$ cat src/rtl/uart_pkg.sv
// Types and helpers shared between the UART transmit and receive blocks.
package uart_pkg;

  localparam int unsigned DATA_BITS = 8;

  typedef enum logic [2:0] {
    StIdle,
    StStart,
    StData,
    StParity,
    StStop
  } rx_state_e;

  function automatic logic even_parity(input logic [DATA_BITS-1:0] data);
    return ^data;
  endfunction

endpackage

$ cat src/rtl/uart_rx_sync.sv
// Two-flop synchroniser for the serial line plus a falling-edge start detector.
module uart_rx_sync (
  input  logic clk,
  input  logic rst_n,
  input  logic rxd,
  output logic rxd_s,
  output logic start_edge
);

  logic rxd_m;
  logic rxd_p;

  // Idle-high reset so that reset release never looks like a start edge.
  always_ff @(posedge clk or negedge rst_n) begin
    if (!rst_n) begin
      rxd_m <= 1'b1;
      rxd_s <= 1'b1;
      rxd_p <= 1'b1;
    end else begin
      rxd_m <= rxd;
      rxd_s <= rxd_m;
      rxd_p <= rxd_s;
    end
  end

  assign start_edge = rxd_p & ~rxd_s;

endmodule

$ cat src/rtl/uart_rx_top.sv
// UART receiver: start, 8 data bits LSB first, optional even parity, one stop bit.
module uart_rx_top
  import uart_pkg::*;
#(
  parameter int unsigned CLKS_PER_BIT = 8
) (
  input  logic       CLK,
  input  logic       RST,
  input  logic       RXD,
  input  logic       par_EN,
  output logic [7:0] RX_DATA,
  output logic       data_valid,
  output logic       par_err,
  output logic       stop_err,
  output logic       busy
);

  localparam int unsigned HALF  = (CLKS_PER_BIT - 1) / 2;
  localparam int unsigned CNT_W = (CLKS_PER_BIT > 1) ? $clog2(CLKS_PER_BIT) : 1;

  logic rxd_s;
  logic start_edge;

  uart_rx_sync u_sync (
    .clk        (CLK),
    .rst_n      (RST),
    .rxd        (RXD),
    .rxd_s      (rxd_s),
    .start_edge (start_edge)
  );

  rx_state_e            state_q, state_d;
  logic [CNT_W-1:0]     clk_cnt_q, clk_cnt_d;
  logic [2:0]           bit_idx_q, bit_idx_d;
  logic [DATA_BITS-1:0] shreg_q, shreg_d;
  logic [DATA_BITS-1:0] rx_data_q, rx_data_d;
  logic                 par_en_q, par_en_d;
  logic                 par_bad_q, par_bad_d;
  logic                 valid_q, valid_d;
  logic                 par_err_q, par_err_d;
  logic                 stop_err_q, stop_err_d;
  logic                 busy_q, busy_d;
  logic                 sample;

  assign sample = (clk_cnt_q == CNT_W'(CLKS_PER_BIT - 1));

  always_comb begin
    state_d    = state_q;
    clk_cnt_d  = clk_cnt_q;
    bit_idx_d  = bit_idx_q;
    shreg_d    = shreg_q;
    rx_data_d  = rx_data_q;
    par_en_d   = par_en_q;
    par_bad_d  = par_bad_q;
    valid_d    = 1'b0;
    par_err_d  = par_err_q;
    stop_err_d = stop_err_q;
    busy_d     = busy_q;

    case (state_q)
      StIdle: begin
        if (start_edge) begin
          par_en_d  = par_EN;
          par_bad_d = 1'b0;
          busy_d    = 1'b1;
          bit_idx_d = 3'd0;
          // With HALF = 0 the detection edge already is the mid-bit start sample.
          if (HALF == 0) begin
            state_d   = StData;
            clk_cnt_d = '0;
          end else begin
            state_d   = StStart;
            clk_cnt_d = CNT_W'(1);
          end
        end
      end
      StStart: begin
        if (clk_cnt_q == CNT_W'(HALF)) begin
          clk_cnt_d = '0;
          if (!rxd_s) begin
            state_d = StData;
          end else begin
            state_d = StIdle;
            busy_d  = 1'b0;
          end
        end else begin
          clk_cnt_d = clk_cnt_q + CNT_W'(1);
        end
      end
      StData: begin
        if (sample) begin
          shreg_d[bit_idx_q] = rxd_s;
          clk_cnt_d          = '0;
          bit_idx_d          = bit_idx_q + 3'd1;
          if (bit_idx_q == 3'(DATA_BITS - 1)) begin
            state_d = par_en_q ? StParity : StStop;
          end
        end else begin
          clk_cnt_d = clk_cnt_q + CNT_W'(1);
        end
      end
      StParity: begin
        if (sample) begin
          par_bad_d = rxd_s ^ even_parity(shreg_q);
          clk_cnt_d = '0;
          state_d   = StStop;
        end else begin
          clk_cnt_d = clk_cnt_q + CNT_W'(1);
        end
      end
      StStop: begin
        if (sample) begin
          rx_data_d  = shreg_q;
          stop_err_d = ~rxd_s;
          par_err_d  = par_en_q & par_bad_q;
          valid_d    = 1'b1;
          busy_d     = 1'b0;
          clk_cnt_d  = '0;
          state_d    = StIdle;
        end else begin
          clk_cnt_d = clk_cnt_q + CNT_W'(1);
        end
      end
      default: state_d = StIdle;
    endcase
  end

  always_ff @(posedge CLK or negedge RST) begin
    if (!RST) begin
      state_q    <= StIdle;
      clk_cnt_q  <= '0;
      bit_idx_q  <= 3'd0;
      shreg_q    <= '0;
      rx_data_q  <= '0;
      par_en_q   <= 1'b0;
      par_bad_q  <= 1'b0;
      valid_q    <= 1'b0;
      par_err_q  <= 1'b0;
      stop_err_q <= 1'b0;
      busy_q     <= 1'b0;
    end else begin
      state_q    <= state_d;
      clk_cnt_q  <= clk_cnt_d;
      bit_idx_q  <= bit_idx_d;
      shreg_q    <= shreg_d;
      rx_data_q  <= rx_data_d;
      par_en_q   <= par_en_d;
      par_bad_q  <= par_bad_d;
      valid_q    <= valid_d;
      par_err_q  <= par_err_d;
      stop_err_q <= stop_err_d;
      busy_q     <= busy_d;
    end
  end

  assign RX_DATA    = rx_data_q;
  assign data_valid = valid_q;
  assign par_err    = par_err_q;
  assign stop_err   = stop_err_q;
  assign busy       = busy_q;

endmodule
$ cat config.mk
export PLATFORM = sky130hd
export DESIGN_NAME = uart_rx_top
export DESIGN_NICKNAME = d
export VERILOG_FILES = /design/src/rtl/uart_pkg.sv /design/src/rtl/uart_rx_sync.sv /design/src/rtl/uart_rx_top.sv
export SDC_FILE = /design/constraint.sdc
export NUM_CORES = 1
export LEC_CHECK = 0
export CAP_MARGIN = 20
export CORE_ASPECT_RATIO = 2
export CORE_MARGIN = 2
export CORE_UTILIZATION = 25
export DETAILED_ROUTE_END_ITERATION = 10
export GPL_ROUTABILITY_DRIVEN = 0
export PLACE_DENSITY = 0.41
export REMOVE_ABC_BUFFERS = 1
export SLEW_MARGIN = 40
export SYNTH_ARGS = -nofsm -noshare
export SYNTH_HDL_FRONTEND = slang
export SYNTH_SLANG_ARGS = --single-unit
$ cat constraint.sdc
create_clock -name CLK -period 4 [get_ports CLK]
set_input_delay 0.4 -clock CLK [delete_from_list [all_inputs] [get_ports CLK]]
set_output_delay 0.4 -clock CLK [all_outputs]
set_load 0.02 [all_outputs]
=== Word level (Yosys, flattened, before mapping) ===
Cells that the tools add are included.

* Register bits: 34
* Latch bits: 0
* Bits in writable memories: 0
* Bits in read-only memories: 0
* Bits of input ports: 4
* Output and inout port bits: 12
* Memories: 0

* Add/subtract/negate cells: 2
* $mul: 0
* Div/mod/pow operators: 0
* Order comparisons: 2
* Equal/unequal tests: 14
* Shifts and indexed selects: 0
* Mux-type cells: 28
* Bitwise logic cells: 4
* Reductions and logical operators: 16

{| class="wikitable"
|+ Operators by type and width
! kind !! number
|-
| 3-bit 2-to-1 mux || 11
|-
| 3-bit case mux with 5 select lines || 1
|-
| 2-bit inequality test, second input constant || 6
|-
| 3-bit by 2-bit equality test with 1-bit output, second input constant || 3
|-
| 3-bit equality test, second input constant || 3
|-
| 1-bit 2-to-1 mux || 9
|-
| 3-bit case mux with 3 select lines || 1
|-
| 8-bit bitwise mux || 1
|-
| 2-bit AND reduction || 4
|-
| 8-bit XOR reduction || 1
|-
| 3-bit by 1-bit adder with 3-bit output, second input constant || 2
|-
| 3-bit case mux with 2 select lines || 1
|-
| 3-bit AND reduction || 2
|-
| 6-bit AND reduction || 1
|-
| 3-bit nonzero test || 2
|-
| 5-bit AND reduction || 1
|-
| 3-bit by 4-bit less-than comparator with 1-bit output, second input constant || 1
|-
| 2-bit nonzero test || 2
|-
| 1-bit demux with 3-bit select || 1
|-
| 3-bit by 1-bit equality test with 1-bit output, second input constant || 1
|-
| 3-bit by 1-bit greater-or-equal comparator with 1-bit output, second input constant || 1
|-
| 3-bit logical NOT || 1
|-
| 1-bit case mux with 3 select lines || 1
|-
| 3-bit OR reduction || 1
|-
| other kinds (7) || 8
|}

=== Depth between registers and ports, before layout ===
Gate-level depths: netlist of run 1.

* Depth after elaboration: 5
* Gate-level depth with buffers: 7

=== Hierarchy ===
From an unflattened synthesis of run 1, not the netlist that was laid out.

* Cells, all modules: 179
* Area, all modules: 1760.4 µm²

{| class="wikitable"
|+ By module, submodules not included
! module !! times used !! cells an instance !! area an instance (µm²) !! seq. area each (µm²)
|-
| uart_rx_top || 1 || 175 || 1667.8 || 775.7
|-
| uart_rx_sync || 1 || 4 || 92.6 || 78.8
|}

=== Worst setup path before layout of run 1 ===
No wires, ideal clock.

* Kind: reg-to-reg
* Start: register clk_cnt_q[0]
* End: register state_q[1]
* Setup time: 128 ps
* Data arrival time: 1681 ps
* Data required time: 3872 ps
* Path slack: 2191 ps
* Cell stages (with the launch flop): 6
* Path through: dfrtp_1 ha_1 ha_1 a211o_1 o211ai_2 mux2_1

* Cells in the longest elaborated chain, start to end: 3
* Elaborated cells between the ends (all ways): 7
* Those cells by class: eq/ne: 6; reduce/logical: 1

{| class="wikitable"
|+ Ends and longest elaborated chain
! item !! line !! RTL
|-
| start: declaration || uart_rx_top.sv:33 || <nowiki>logic [CNT_W-1:0] clk_cnt_q, clk_cnt_d;</nowiki>
|-
| start signal: assignment || uart_rx_top.sv:143 || <nowiki>clk_cnt_q <= clk_cnt_d;</nowiki>
|-
| 3-bit by 2-bit equality test with 1-bit output / 3-bit equality test (equally long branches) || uart_rx_top.sv:78, uart_rx_top.sv:45 ||
|-
| 2-bit inequality test (no line) || - ||
|-
| 6-bit AND reduction (no line) * || - ||
|-
| end signal: assignment || uart_rx_top.sv:130 || <nowiki>state_q <= StIdle;</nowiki>
|-
| end signal: assignment || uart_rx_top.sv:142 || <nowiki>state_q <= state_d;</nowiki>
|-
| end: declaration || uart_rx_top.sv:32 || <nowiki>rx_state_e state_q, state_d;</nowiki>
|}

Every way passes the cells marked *; elsewhere a longest branch is shown, timed or not.
A chain may end at the register's enable or synchronous reset.

=== Worst setup path in the final report of run 1 ===
* Start: register clk_cnt_q[0]
* End: register rx_data_q[3], in the netlist RX_DATA[3]

* Cells in the longest elaborated chain, start to end: 2

{| class="wikitable"
|+ Ends and longest elaborated chain
! item !! line !! RTL
|-
| 3-bit equality test || uart_rx_top.sv:45 || <nowiki>assign sample = (clk_cnt_q == CNT_W'(CLKS_PER_BIT - 1));</nowiki>
|-
| 2-bit AND reduction (no line) || - ||
|-
| end signal: assignment || uart_rx_top.sv:146 || <nowiki>rx_data_q <= rx_data_d;</nowiki>
|-
| end: declaration || uart_rx_top.sv:36 || <nowiki>logic [DATA_BITS-1:0] rx_data_q, rx_data_d;</nowiki>
|}

No other way between the ends.

==> flow_summary.toml, run 1 <==
[run_status]
status = "complete, no violations"

[synth]
async_flop_share_pct = 100
syn_inst = 156
synth_seq_cells = 34
netlist.area_leader.share_pct = 43.1
ys_types = 44
syn_area_um2 = 1800
yosysSeqAreaShare_pct = 47.4
avgSynthCellArea_um2 = 11.5
synth.largest_area_cell = "dfrtp_1"
yosys_warnings = 0
ys.flop_type = "dfrtp_1"
synth-edff-count = 0
synth_area_leaders = "dfrtp_1, mux2_4, ha_1"

[route]
avgRoutedWirePerCell_um = 15.0
postRouteWirelength_um = 3930
post-route-drc-count = 0
first_pass_iters = 4
viasPerCell = 4.65
initialDrtViolationCount = 29
vias = 1218
ant_nets = 0

[clock_tree]
cts.sinks = 34
clock_latency_ps = 280
cts_resized = 0
numCtsBuffers = 5
clock-root-buffer = "clkbuf_16"
cts_setup_buffers = 0
htreeDepth = 2
path_clk_slew_ps = 50
holdBufCountCts = 0
cts_buffer_depth = 2
cts_tree = "built"

[timing]
drv_slew = 0
fin_skew_ps = 2.32
final.min_clock_period_ps = 2090
rsz0062_at_grt = "false"
tns_ps = 0
worstMarginPinSlew_ps = 706
clock.fmax_mhz = 478
period_share_pct = 52.3
finalSetupViolations = 0
slew_headroom_pct = 52.8
hold_viol = 0

[hold_path]
hold_end = "u_sync.rxd_s"
hold_depth = 0
hp-start = "u_sync.rxd_m"
hold_path.class = "reg2reg"

[floorplanning]
fp.coreArea_um2 = 6940
die-area_um2 = 7940
io_pins = 16
die_x_um = 64.0
initial_utilization_pct = 26.0
fp-row-count = 43
dieHeight_um = 124

[layout]
instances_no_fill = 262
seq_area_um2 = 855
fillerInstances = 705
syn2layout_area_growth_pct = 21.3
nNetsFinal = 182
n_antenna_cell = 0
multi_input_area_um2 = 868
drive_above_1_share_pct = 20.3
fin_util_pct = 31.5

[pwr]
p_sw_share_pct = 33.6
seqPwrFrac_pct = 38.1
peakVddDrop_v = 0.000259
power_frac_comb_pct = 27.2
p_int_mw = 0.839
power.leakage_nw = 1.01
powerDensity_nw_per_um2 = 578
clkPwrFrac_pct = 34.8
p_total_mw = 1.26
p_switching_mw = 0.424

[setup_path]
reg2reg_slack_ps = 1910
worstReg2RegStart = "clk_cnt_q[0]"
cp_top_family = "simple AND/OR/NAND/NOR gates"
cp_num_buf_inv = 0
cp_cell_sequence = "ha_1 > ha_1 > nand3_1 > mux2_4"
cp_max_fo = 12
endpoint_kind = "flop"
cpPeakStageDelay_ps = 530
worstSetupPathType = "reg2reg"
reg2reg_depth = 4
crit_top_cell = "ha_1"
slowest_stage = "nand3_1"
rr_endpoint = "RX_DATA[3]"
arrival_ps = 2260
critPathLaunchType = "flop"
worstPathRequired_ps = 4160

[global_routing]
grt_pass1_wl_um = 6480
antenna_found_initial = 0
grt_overflow = 0
grt_usage_pct = 11.1
grt_max_degree = 35
grt_pass1_vias = 1344

[placement]
dp_hpwl_um = 2830
io_buffer_count = 15
dp_cells = 254

[run]
maxCapViolations = 0
[kinds of logic (layout without fill, tap and decap cells)]
family	Yosys count	after routing	share of synthesized area, %
AO/OA/AOI/OAI	29	29	10.9
AND/OR/NAND/NOR	44	44	14.4
buffers and inverters	16	32	4.37
XOR/XNOR	7	7	4.17
multiplexers	19	19	13.9
flip-flops	34	34	47.4
adder cells (fa/ha/maj)	7	7	4.86
[cells in the final DEF, fill, tap and decap left out, drive strengths merged]
master          n
mux2           18
o211ai          1
xnor2           5
dfstp           3
nand2          14
a211o           1
nor2b           3
bufinv          1
clkbuf          7
o31ai           2
nor3            2
nand3           7
nand3b          2
o32ai           1
a22o            2
o21ai           9
nor3b           3
buf             1
a21oi           4
xnor3           1
ha              7
and4            1
o221ai          1
a221oi          2
dfrtp          31
o32a            1
nor2            8
mux2i           1
or2             1
a21o            1
nand2b          1
clkdlybuf4s50  15
o22ai           1
nand4b          1
xor2            1
inv             8
a31oi           3
or3             1
[final cells by class]
cell class / count / area share, %
Clock buffer: 7 / 6.07
Timing Repair Buffer: 16 / 7.21
Sequential cell: 34 / 39.1
Multi-Input combinational cell: 106 / 39.7
Tap cell: 90 / 5.15
Inverter: 8 / 1.37
Clock inverter: 1 / 1.37
[power groups by stage]
stage / logic [mW] / clock network, mW / registers (mW)
after floorplan: 0.252 / 0 / 0.468
after global placement: 0.339 / 0 / 0.484
after detailed placement: 0.345 / 0 / 0.487
after CTS: 0.350 / 0.452 / 0.481
after global routing: 0.392 / 0.470 / 0.492
final: 0.343 / 0.439 / 0.481
[through the flow]
stage	setup WS [ps]	hold slack, ps	instance area (um2)
global placement	1980	347	2020
global route	1790	366	2190
floorplan	2190	104	1750
finish	1910	357	2190
CTS	1880	359	2190
detailed placement	1890	351	2020
[registers in the layout, summed over array words and instances, names as in the netlist]
register      cells
RX_DATA           8
bit_idx_q         3
busy              1
clk_cnt_q         3
data_valid        1
par_bad_q         1
par_en_q          1
par_err           1
shreg_q           8
state_q           3
stop_err          1
u_sync.rxd_m      1
u_sync.rxd_p      1
u_sync.rxd_s      1
[cells in the mapped netlist (2+ instances only)]
master,n
dfrtp_1,31
nand2_1,14
mux2_4,10
o21ai_0,8
ha_1,7
nor2_1,7
inv_1,6
nand3_1,6
mux2_1,5
xnor2_1,5
a21oi_1,4
a31oi_1,3
buf_2,3
dfstp_2,3
mux2_2,3
nor2b_1,3
nor3b_2,3
a221oi_1,2
a22o_1,2
buf_4,2
clkbuf_1,2
inv_2,2
nand3b_2,2
nor3_1,2
o31ai_1,2
[routing by layer]
| metal | GRT usage [%] | vias up | routed length, um |
|---|---|---|---|
| li1 | - | 580 | - |
| met1 | 10.1 | 603 | 1440 |
| met2 | 21.0 | 22 | 2210 |
| met3 | 2.44 | 13 | 102 |
| met4 | 7.74 | 0 | 184 |
| met5 | 0 | - | 0 |
[worst register-to-register path, cell delays in order (launching register included)]
cell and delay (ps):
dfrtp_1 420, ha_1 250, ha_1 270, nand3_1 530, mux2_4 500
[worst max path at each step]
stage | startpoint | endpoint | slack (ps) | cells past startpoint
floorplan | clk_cnt_q[0] | RX_DATA[0] | 2190 | 4
global placement | clk_cnt_q[0] | RX_DATA[7] | 1980 | 4
detailed placement | clk_cnt_q[0] | RX_DATA[3] | 1890 | 4
CTS | clk_cnt_q[0] | RX_DATA[3] | 1880 | 4
global route | clk_cnt_q[0] | RX_DATA[3] | 1790 | 4
finish | clk_cnt_q[0] | RX_DATA[3] | 1910 | 4
(Power assumes the default switching activity.)
==> run 2: changes to the inputs <==
--- a/config.mk
+++ b/config.mk
@@ -11,7 +11,7 @@
 export CORE_UTILIZATION = 25
 export DETAILED_ROUTE_END_ITERATION = 10
 export GPL_ROUTABILITY_DRIVEN = 0
-export PLACE_DENSITY = 0.41
+export PLACE_DENSITY = 0.42
 export REMOVE_ABC_BUFFERS = 1
 export SLEW_MARGIN = 40
 export SYNTH_ARGS = -nofsm -noshare
==> constraint.sdc (replaced) <==
create_clock -name CLK -period 1.8 [get_ports CLK]
set_input_delay 0.18 -clock CLK [delete_from_list [all_inputs] [get_ports CLK]]
set_output_delay 0.18 -clock CLK [all_outputs]
set_load 0.02 [all_outputs]
==> flow_summary.toml, run 2 (same netlist as run 1, synthesis figures left out) <==
[timing]
final.min_clock_period_ps = 1750
period_share_pct = 97.3
drv_slew = 0
timing.hold.ws_ps = 318
tns_ps = 0
finalSetupViolations = 0
clock.fmax_mhz = 571
hold_viol = 0
worstMarginPinSlew_ps = 438
fin_ws_ps = 48.3
fin_skew_ps = 3.91
rsz0062_at_grt = "false"
slew_headroom_pct = 70.8

[pwr]
p_int_mw = 1.87
power_frac_comb_pct = 35.3
peakVddDrop_v = 0.000817
p_sw_share_pct = 34.4
powerDensity_nw_per_um2 = 1250
seqPwrFrac_pct = 34.9
clkPwrFrac_pct = 29.8
power.leakage_nw = 1.07
p_switching_mw = 0.981

[layout]
fin_util_pct = 33.0
drive_above_1_share_pct = 28.6
fin_area_um2 = 2290
syn2layout_area_growth_pct = 26.9
layout.cells.most_common_list = "dfrtp_1, clkdlybuf4s50_1, nand2_1"
nNetsFinal = 192
layout_commonest_cell = "dfrtp_1"
n_antenna_cell = 0

[floorplanning]
initial_utilization_pct = 26.0
die_x_um = 64.0
fp.coreArea_um2 = 6940
die-area_um2 = 7940
dieHeight_um = 124
io_pins = 16
fp-row-count = 43

[clock_tree]
cts_buffer_depth = 2
clock_latency_ps = 270
path_clk_slew_ps = 50
holdBufCountCts = 0
cts.sinks = 34
htreeDepth = 2
cts_tree = "built"
clock-root-buffer = "clkbuf_16"
numCtsBuffers = 5
cts_setup_buffers = 0

[placement]
dp_slack_ps = -29.3
io_buffer_count = 15
place_area_um2 = 2110
dp_hpwl_um = 2870

[route]
avgRoutedWirePerCell_um = 14.6
post-route-drc-count = 0
initialDrtViolationCount = 69
postRouteWirelength_um = 3970
viasPerCell = 4.68
vias = 1274
ant_nets = 0
first_pass_iters = 4

[hold_path]
hold_path.class = "in2reg"
hold_depth = 1

[run_status]
status = "complete, no violations"

[setup_path]
endpoint_kind = "flop"
critPathLaunchType = "flop"
cp_max_fo = 4
worst-path-stages = 5
cpPeakStageDelay_ps = 400
crit_top_cell = "ha_2"
reg2reg_depth = 5
slowest_stage = "dfrtp_1"
worstSetupPathType = "reg2reg"
arrival_ps = 1910
cp_top_family = "compound AO/OA/AOI/OAI gates"
cp_num_buf_inv = 0
reg2reg_slack_ps = 50
cp_cell_sequence = "ha_2 > ha_2 > a211o_1 > o211ai_2 > mux2_4"
worstPathRequired_ps = 1950

[run]
maxCapViolations = 0

[global_routing]
antenna_found_initial = 0
grt_pass1_wl_um = 6800
grt_pass1_vias = 1380
grt_usage_pct = 11.1
grt_overflow = 0
grt_max_degree = 35
-- run 2: power by group through the flow --
stage	logic [mW]	registers [mW]	clock network (mW)
floorplan	0.560	1.04	0
CTS	0.962	0.990	0.881
global route	1.13	1.01	0.919
finish	1.01	0.995	0.849
detailed placement	0.950	1.00	0
global placement	0.910	0.998	0
-- run 2: cell type report --
| type | count | area (um2) |
|---|---|---|
| Fill cell | 697 | 4650 |
| Multi-Input combinational cell | 106 | 897 |
| Sequential cell | 34 | 855 |
| Timing Repair Buffer | 26 | 245 |
| Clock buffer | 7 | 143 |
| Tap cell | 90 | 113 |
| Inverter | 8 | 30.0 |
| Clock inverter | 1 | 5.00 |
-- run 2: per-layer routing --
metal / track usage, % / part of all wire, % / up-vias
li1: - / - / 603
met1: 12.1 / 40 / 635
met2: 20.4 / 55 / 25
met3: 1.63 / 2.1 / 11
met4: 5.71 / 2.9 / 0
met5: 0 / 0 / -
-- run 2: worst paths after layout --
kind / from / endpoint
max: clk_cnt_q[1] / state_q[1]
min: RXD / u_sync.rxd_m
max reg2reg: clk_cnt_q[1] / state_q[1]
min reg2reg: u_sync.rxd_m / u_sync.rxd_s
max in group asynchronous: RST / u_sync.rxd_s
min in group asynchronous: RST / RX_DATA[1]
-- run 2: stage by stage --
stage                     cells  power (mW)
after floorplan             148        1.60
after global placement      264        1.91
after detailed placement    264        1.95
after CTS                   272        2.83
after global routing        272        3.05
final                       272        2.85
-- run 2: worst register-to-register path, cell delays in order (launching register included) --
cell and delay, ps:
dfrtp_1 400, ha_2 210, ha_2 200, a211o_1 280
o211ai_2 210, mux2_4 320
-- run 2: timing repair --
item	CTS	global route
setup endpoints to repair	1	4
pin swaps	0	3
gates resized for setup	1	6
cloned	0	0
